## src/rtl/fifo_rd_skid_pkg.sv

```systemverilog
// Shared types for valid/ready skid stages.
// The state encoding doubles as the number of entries currently held.
package fifo_rd_skid_pkg;

    typedef enum logic [1:0] {
        EMPTY = 2'd0,
        ONE   = 2'd1,
        TWO   = 2'd2
    } skid_state_e;

endpackage

```

## src/rtl/fifo_rd_skid_stage.sv

```systemverilog
// Drain stage behind a fall-through FIFO: turns empty/pop/data into a registered
// valid/ready stream through a two-entry skid buffer, and counts delivered beats.
module fifo_rd_skid_stage
    import fifo_rd_skid_pkg::*;
#(
    parameter int DATA_WIDTH = 2,
    parameter int CNT_WIDTH  = 8
) (
    input  logic                  clk_i,
    input  logic                  rst_ni,
    input  logic                  flush_i,
    input  logic                  fifo_empty_i,
    input  logic [DATA_WIDTH-1:0] fifo_data_i,
    output logic                  fifo_pop_o,
    output logic                  valid_o,
    input  logic                  ready_i,
    output logic [DATA_WIDTH-1:0] data_o,
    output logic [1:0]            occupancy_o,
    output logic [CNT_WIDTH-1:0]  drained_cnt_o,
    output logic                  idle_o
);

    skid_state_e           state_q;
    logic [DATA_WIDTH-1:0] entry_a_q;
    logic [DATA_WIDTH-1:0] entry_b_q;
    logic [CNT_WIDTH-1:0]  cnt_q;
    logic                  pop;
    logic                  fire;

    // Pop depends only on local state, so ready_i never reaches the FIFO.
    assign pop     = rst_ni & ~flush_i & ~fifo_empty_i & (state_q != TWO);
    assign valid_o = (state_q != EMPTY) & ~flush_i;
    assign fire    = valid_o & ready_i;

    always_ff @(posedge clk_i) begin
        // NOTE: synchronous reset clears the data registers too, so data_o reads 0 after reset.
        if (!rst_ni) begin
            state_q   <= EMPTY;
            entry_a_q <= '0;
            entry_b_q <= '0;
        end else if (flush_i) begin
            state_q <= EMPTY;
        end else begin
            case (state_q)
                EMPTY: begin
                    if (pop) begin
                        state_q   <= ONE;
                        entry_a_q <= fifo_data_i;
                    end
                end
                ONE: begin
                    if (pop && fire) begin
                        entry_a_q <= fifo_data_i;
                    end else if (pop) begin
                        state_q   <= TWO;
                        entry_b_q <= fifo_data_i;
                    end else if (fire) begin
                        state_q <= EMPTY;
                    end
                end
                TWO: begin
                    if (fire) begin
                        state_q   <= ONE;
                        entry_a_q <= entry_b_q;
                    end
                end
                default: state_q <= EMPTY;
            endcase
        end
    end

    // Flush leaves the count alone; only reset clears it.
    always_ff @(posedge clk_i) begin
        if (!rst_ni) begin
            cnt_q <= '0;
        end else if (fire) begin
            cnt_q <= cnt_q + 1'b1;
        end
    end

    assign fifo_pop_o    = pop;
    assign data_o        = entry_a_q;
    assign occupancy_o   = state_q;
    assign drained_cnt_o = cnt_q;
    assign idle_o        = (state_q == EMPTY) & fifo_empty_i;

endmodule
```

## config.mk

```make
export PLATFORM = sky130hd
export DESIGN_NAME = fifo_rd_skid_stage
export DESIGN_NICKNAME = d
export VERILOG_FILES = /design/src/rtl/fifo_rd_skid_pkg.sv /design/src/rtl/fifo_rd_skid_stage.sv
export SDC_FILE = /design/constraint.sdc
export NUM_CORES = 1
export LEC_CHECK = 0
export CELL_PAD_IN_SITES_DETAIL_PLACEMENT = 2
export CELL_PAD_IN_SITES_GLOBAL_PLACEMENT = 2
export CORE_AREA = 2 2 56 58
export CTS_CLUSTER_SIZE = 40
export DETAILED_ROUTE_END_ITERATION = 10
export DIE_AREA = 0 0 58 60
export HOLD_SLACK_MARGIN = 0.03
export PLACE_DENSITY = 0.78
export REMOVE_ABC_BUFFERS = 1
export SYNTH_ARGS = -nofsm -noshare
export SYNTH_HDL_FRONTEND = slang
export SYNTH_SLANG_ARGS = --single-unit
```

## constraint.sdc

```tcl
create_clock -name clk_i -period 3.3 [get_ports clk_i]
set_clock_uncertainty 0.15 [all_clocks]
set_input_delay 0.66 -clock clk_i [delete_from_list [all_inputs] [get_ports clk_i]]
set_output_delay 0.66 -clock clk_i [all_outputs]
set_load 0.02 [all_outputs]
```

# [Yosys cells after proc, flatten, opt, wreduce, memory -nomap -nowiden]
# Index checks and enable logic that the tools add are counted.
[word_totals] register_bits=14 in_bits=7 output_inout_bits=15 word_cells=41
[op_classes] addsub=1 n_eq_ne=8 n_mux=10 bitwise=10 n_reduce_logical=8
[ops] op="2-to-1 mux 2 bit" count=8
[ops] op="case mux 2 bit (3 select lines)" count=2
[ops] op="inequality test 2 bit (second input constant)" count=5
[ops] op="adder 8 x 1 -> 8 bit (second input constant)" count=1
[ops] op="AND reduction 4 bit" count=2
[ops] op="AND 1 bit" count=6
[ops] op="AND reduction 5 bit" count=1
[ops] op="inverter 1 bit" count=4
[ops] op="inequality test 3 bit (second input constant)" count=1
[ops] op="nonzero test 3 bit" count=1
[ops] op="equality test 2 x 1 -> 1 bit (second input constant)" count=1
[ops] op="equality test 2 bit (second input constant)" count=1
[ops] op="zero test 2 bit" count=1
[ops] op="nonzero test 2 bit" count=1
[ops] op="OR reduction 2 bit" count=1
[ops] op="logical AND 1 bit" count=1

# [Longest topological paths before layout]
[logic_depth] word_depth=7 depth_mapped=5 depth_no_buf=4

# [Worst setup path before layout]
# No wires, ideal clock.
[synth_path] path_type="input to output" from="in rst_ni" to="out fifo_pop_o" t_arrival_ns=1.422 required_ns=2.490 slack_ns=1.068 path_stages=3 n_path_buf=1 cell_sequence="buf_2 -> nor3b_1 -> and2_1"
[synth_between] elab_chain_len=3
[synth_rtl] element="start, declared" line="fifo_rd_skid_stage.sv:10" text="input logic rst_ni,"
[synth_rtl] element="AND 1 bit (3 in a row)" line="fifo_rd_skid_stage.sv:31" text="assign pop = rst_ni & ~flush_i & ~fifo_empty_i & (state_q != TWO);"
[synth_rtl] element="end, declared" line="fifo_rd_skid_stage.sv:14" text="output logic fifo_pop_o,"
# No other way between the ends.

# [Worst setup path after layout]
[layout_path] from="in flush_i" to="out fifo_pop_o"
[layout_between] elab_chain_len=4
[layout_rtl] element="start, declared" line="fifo_rd_skid_stage.sv:11" text="input logic flush_i,"
[layout_rtl] element="inverter 1 bit (no source line)"
[layout_rtl] element="AND 1 bit (3 in a row)" line="fifo_rd_skid_stage.sv:31"
# No other way between the ends.

==> summary.txt <==
worst slack, placed: 0.3290 ns
share of layout cells above drive strength 1: 0.1062
GRT Util Overall: 0.1445
critical path buffer and inverter count: 2
Starting Density: 0.2720
CP Capture Type: output port
max cap viols: 0
chip width: 58 um
Slowest-stage cell, CP: clkdlybuf4s50_1
CP max stage delay: 0.59 ns
Critical Path Source Type: input pin
Synth Flop Type: dfxtp_1
Util after Layout: 0.3681
reg2reg end: drained_cnt_o[3]
RSZ-0062 raised after global routing: false
cell mode on critical path: clkdlybuf4s50_1
CP Max Fanout: 5
Cell Pwr Density: 303.6 nW/um2
DRC viols: 0
vias: 805
CTS tree: built
# IOs: 22
largest net degree at the start of global routing: 14
clk sink count: 14
maximum clock path buffer count: 2
critical path type: in -> out
Setup violations, final: 0
full die area: 3480 um2
Syn Std Cell Area: 789.5 um2
setup ws final: 0.3244 ns
RR Startpoint: occupancy_o[1]
vias in the first global route: 883
sequential share of the synthesized area: 0.3550
CP top delay family: buffers and inverters
cells after synthesis: 89
CTS Buf Count: 3
Leak Pwr: 0.3598 nW
clock period minus worst slack: 2.976 ns
Initial DRC Count: 7
area grow syn2layout: 35.34%
post-synth cell types: 32
Max Slew Vio Count: 0
num rows: 20
Core Area: 2903 um2
WP data required: 2.49 ns
GR Overflow Total: 0
Seq cells post-synth: 14
CP startpoint: flush_i
Critical Path, Cell by Cell: clkdlybuf4s50_1, nor3b_1, and2_1, clkdlybuf4s50_1
clock slew at reported path FFs: 0.08 ns
yosys warns: 0
DIE HEIGHT: 60 um
post-CTS sizing: 0
worst slew pin tran: 0.4350 ns
ys async rst share: 0
Final period util: 0.9017
DP Wirelength: 1768 um
Mapped Avg Cell Area: 8.871 um2
hold buffers post-CTS: 0
Worst R2R Path Depth: 4
Rel. slew slack: 0.7096
antenna viol nets, final: 0
total routed wirelength: 2298 um
H-tree level count: 1
Final Hold Viols: 0
reg-to-reg slack, setup: 1.56 ns
diodes inserted: 0
gpl congestion: 0.7039
Clock Latency Late Sink: 0.27 ns
Post-synth EDFFs: 0
Critical Path AT: 2.17 ns
worst setup path endpoint: fifo_pop_o
final setup TNS: 0 ns
Peak supply drop: 0.1572 mV
initial antenna violation count: 0
Crit path depth: 4
setup bufs post-CTS: 0
IO buf count: 21
Fmax: 336.1 MHz
first drt pass iteration count: 5
worst hold path class: reg -> reg
Wirelength per Cell: 15.74 um
CTS Root Cell: clkbuf_4
fin nets: 123
run status: finished clean
first-pass GRT wire length: 3898 um
DR vias/cell: 5.514
how the worst min path moves through the flow:
stage                           from               end  slack (ns)  cells past startpoint
detailed placement      entry_b_q[1]      entry_b_q[1]        0.31                      2
global placement    drained_cnt_o[7]  drained_cnt_o[7]        0.30                      2
finish                  entry_b_q[1]      entry_b_q[1]        0.32                      2
global route            entry_b_q[1]      entry_b_q[1]        0.36                      2
floorplan               entry_b_q[0]      entry_b_q[0]        0.29                      2
CTS                     entry_b_q[1]      entry_b_q[1]        0.33                      2
layout by cell type (no fill, tap or decap), types with 2 or more instances in the layout:
cell,synthesis,routed
dfxtp_1,14,14
nor4_2,3,3
mux2i_1,5,5
a211oi_1,2,2
or4_1,3,3
clkdlybuf4s50_1,0,21
nor2b_1,2,2
clkbuf_4,0,3
a21oi_1,9,9
inv_1,2,2
a21o_1,2,2
nand3_1,6,6
nor3b_1,3,3
o31ai_1,3,3
o21ai_0,2,2
buf_4,2,4
nand2_1,6,6
a311oi_1,2,2
nand2b_1,6,6
o41ai_1,2,2
worst min-delay path: stages, from the launching register on:
cell     delay [ns]
dfxtp_1        0.32
o41ai_1        0.05
a21oi_1        0.06
area by class of cell:
| class | count | area (um2) |
|---|---|---|
| fillers | 329 | 1834 |
| multi-input cells | 67 | 469.2 |
| flip-flops and latches | 14 | 280.3 |
| repair buffers | 25 | 240.2 |
| well taps | 33 | 41.29 |
| clock buffers | 3 | 22.52 |
| inverters | 4 | 15.01 |
cell families (layout without fill, tap and decap cells):
kind of cell,Yosys count,after routing,synth area share
AOI/OAI and AO/OA,25,25,0.2171
adders and majority gates,1,1,0.01585
buffers and inverters,8,32,0.05070
DFF,14,14,0.3550
muxes,5,5,0.06339
and+or+nand+nor,36,36,0.2980
flip-flops by register name (all words and copies together), names as in the netlist:
register       count
data_o             2
entry_b_q          2
drained_cnt_o      8
occupancy_o        2
synthesized netlist by cell type (2+ instances only):
master,n,area [um2]
nor4_2,3,37.54
inv_1,2,7.510
mux2i_1,5,50.05
nand2_1,6,22.52
o41ai_1,2,17.52
o21ai_0,2,10.01
dfxtp_1,14,280.3
buf_4,2,15.01
nand2b_1,6,37.54
buf_2,2,10.01
nand3_1,6,30.03
a311oi_1,2,17.52
or4_1,3,22.52
a21o_1,2,15.01
nor3b_1,3,22.52
o31ai_1,3,22.52
a21oi_1,9,45.04
a211oi_1,2,15.01
nor2b_1,2,12.51
layer usage:
layer / vias up / track usage / routed length [um]
li1: 384 / - / -
met1: 403 / 0.1699 / 981
met2: 16 / 0.2646 / 1210
met3: 2 / 0.02381 / 94
met4: 0 / 0.04983 / 12
met5: - / 0 / 0
where the power goes:
group	switching (W)	internal [W]
Combinational	0.0000274	0.0000249
Sequential	0.00000331	0.000171
Clock	0.0000553	0.0000422
Total	0.0000859	0.000238
metrics by stage:
stage	power (W)	hold slack [ns]	std cells	instance area [um2]
2_1_floorplan	0.0002016	0.2918	85	764.5
3_3_place_gp	0.0002296	0.3009	143	1046
3_5_place_dp	0.0002314	0.3110	143	1046
4_1_cts	0.0003300	0.3261	146	1069
5_1_grt	0.0003400	0.3645	146	1069
6_report	0.0003244	0.3194	146	1069
No activity file was read; power rests on OpenSTA's default activity.
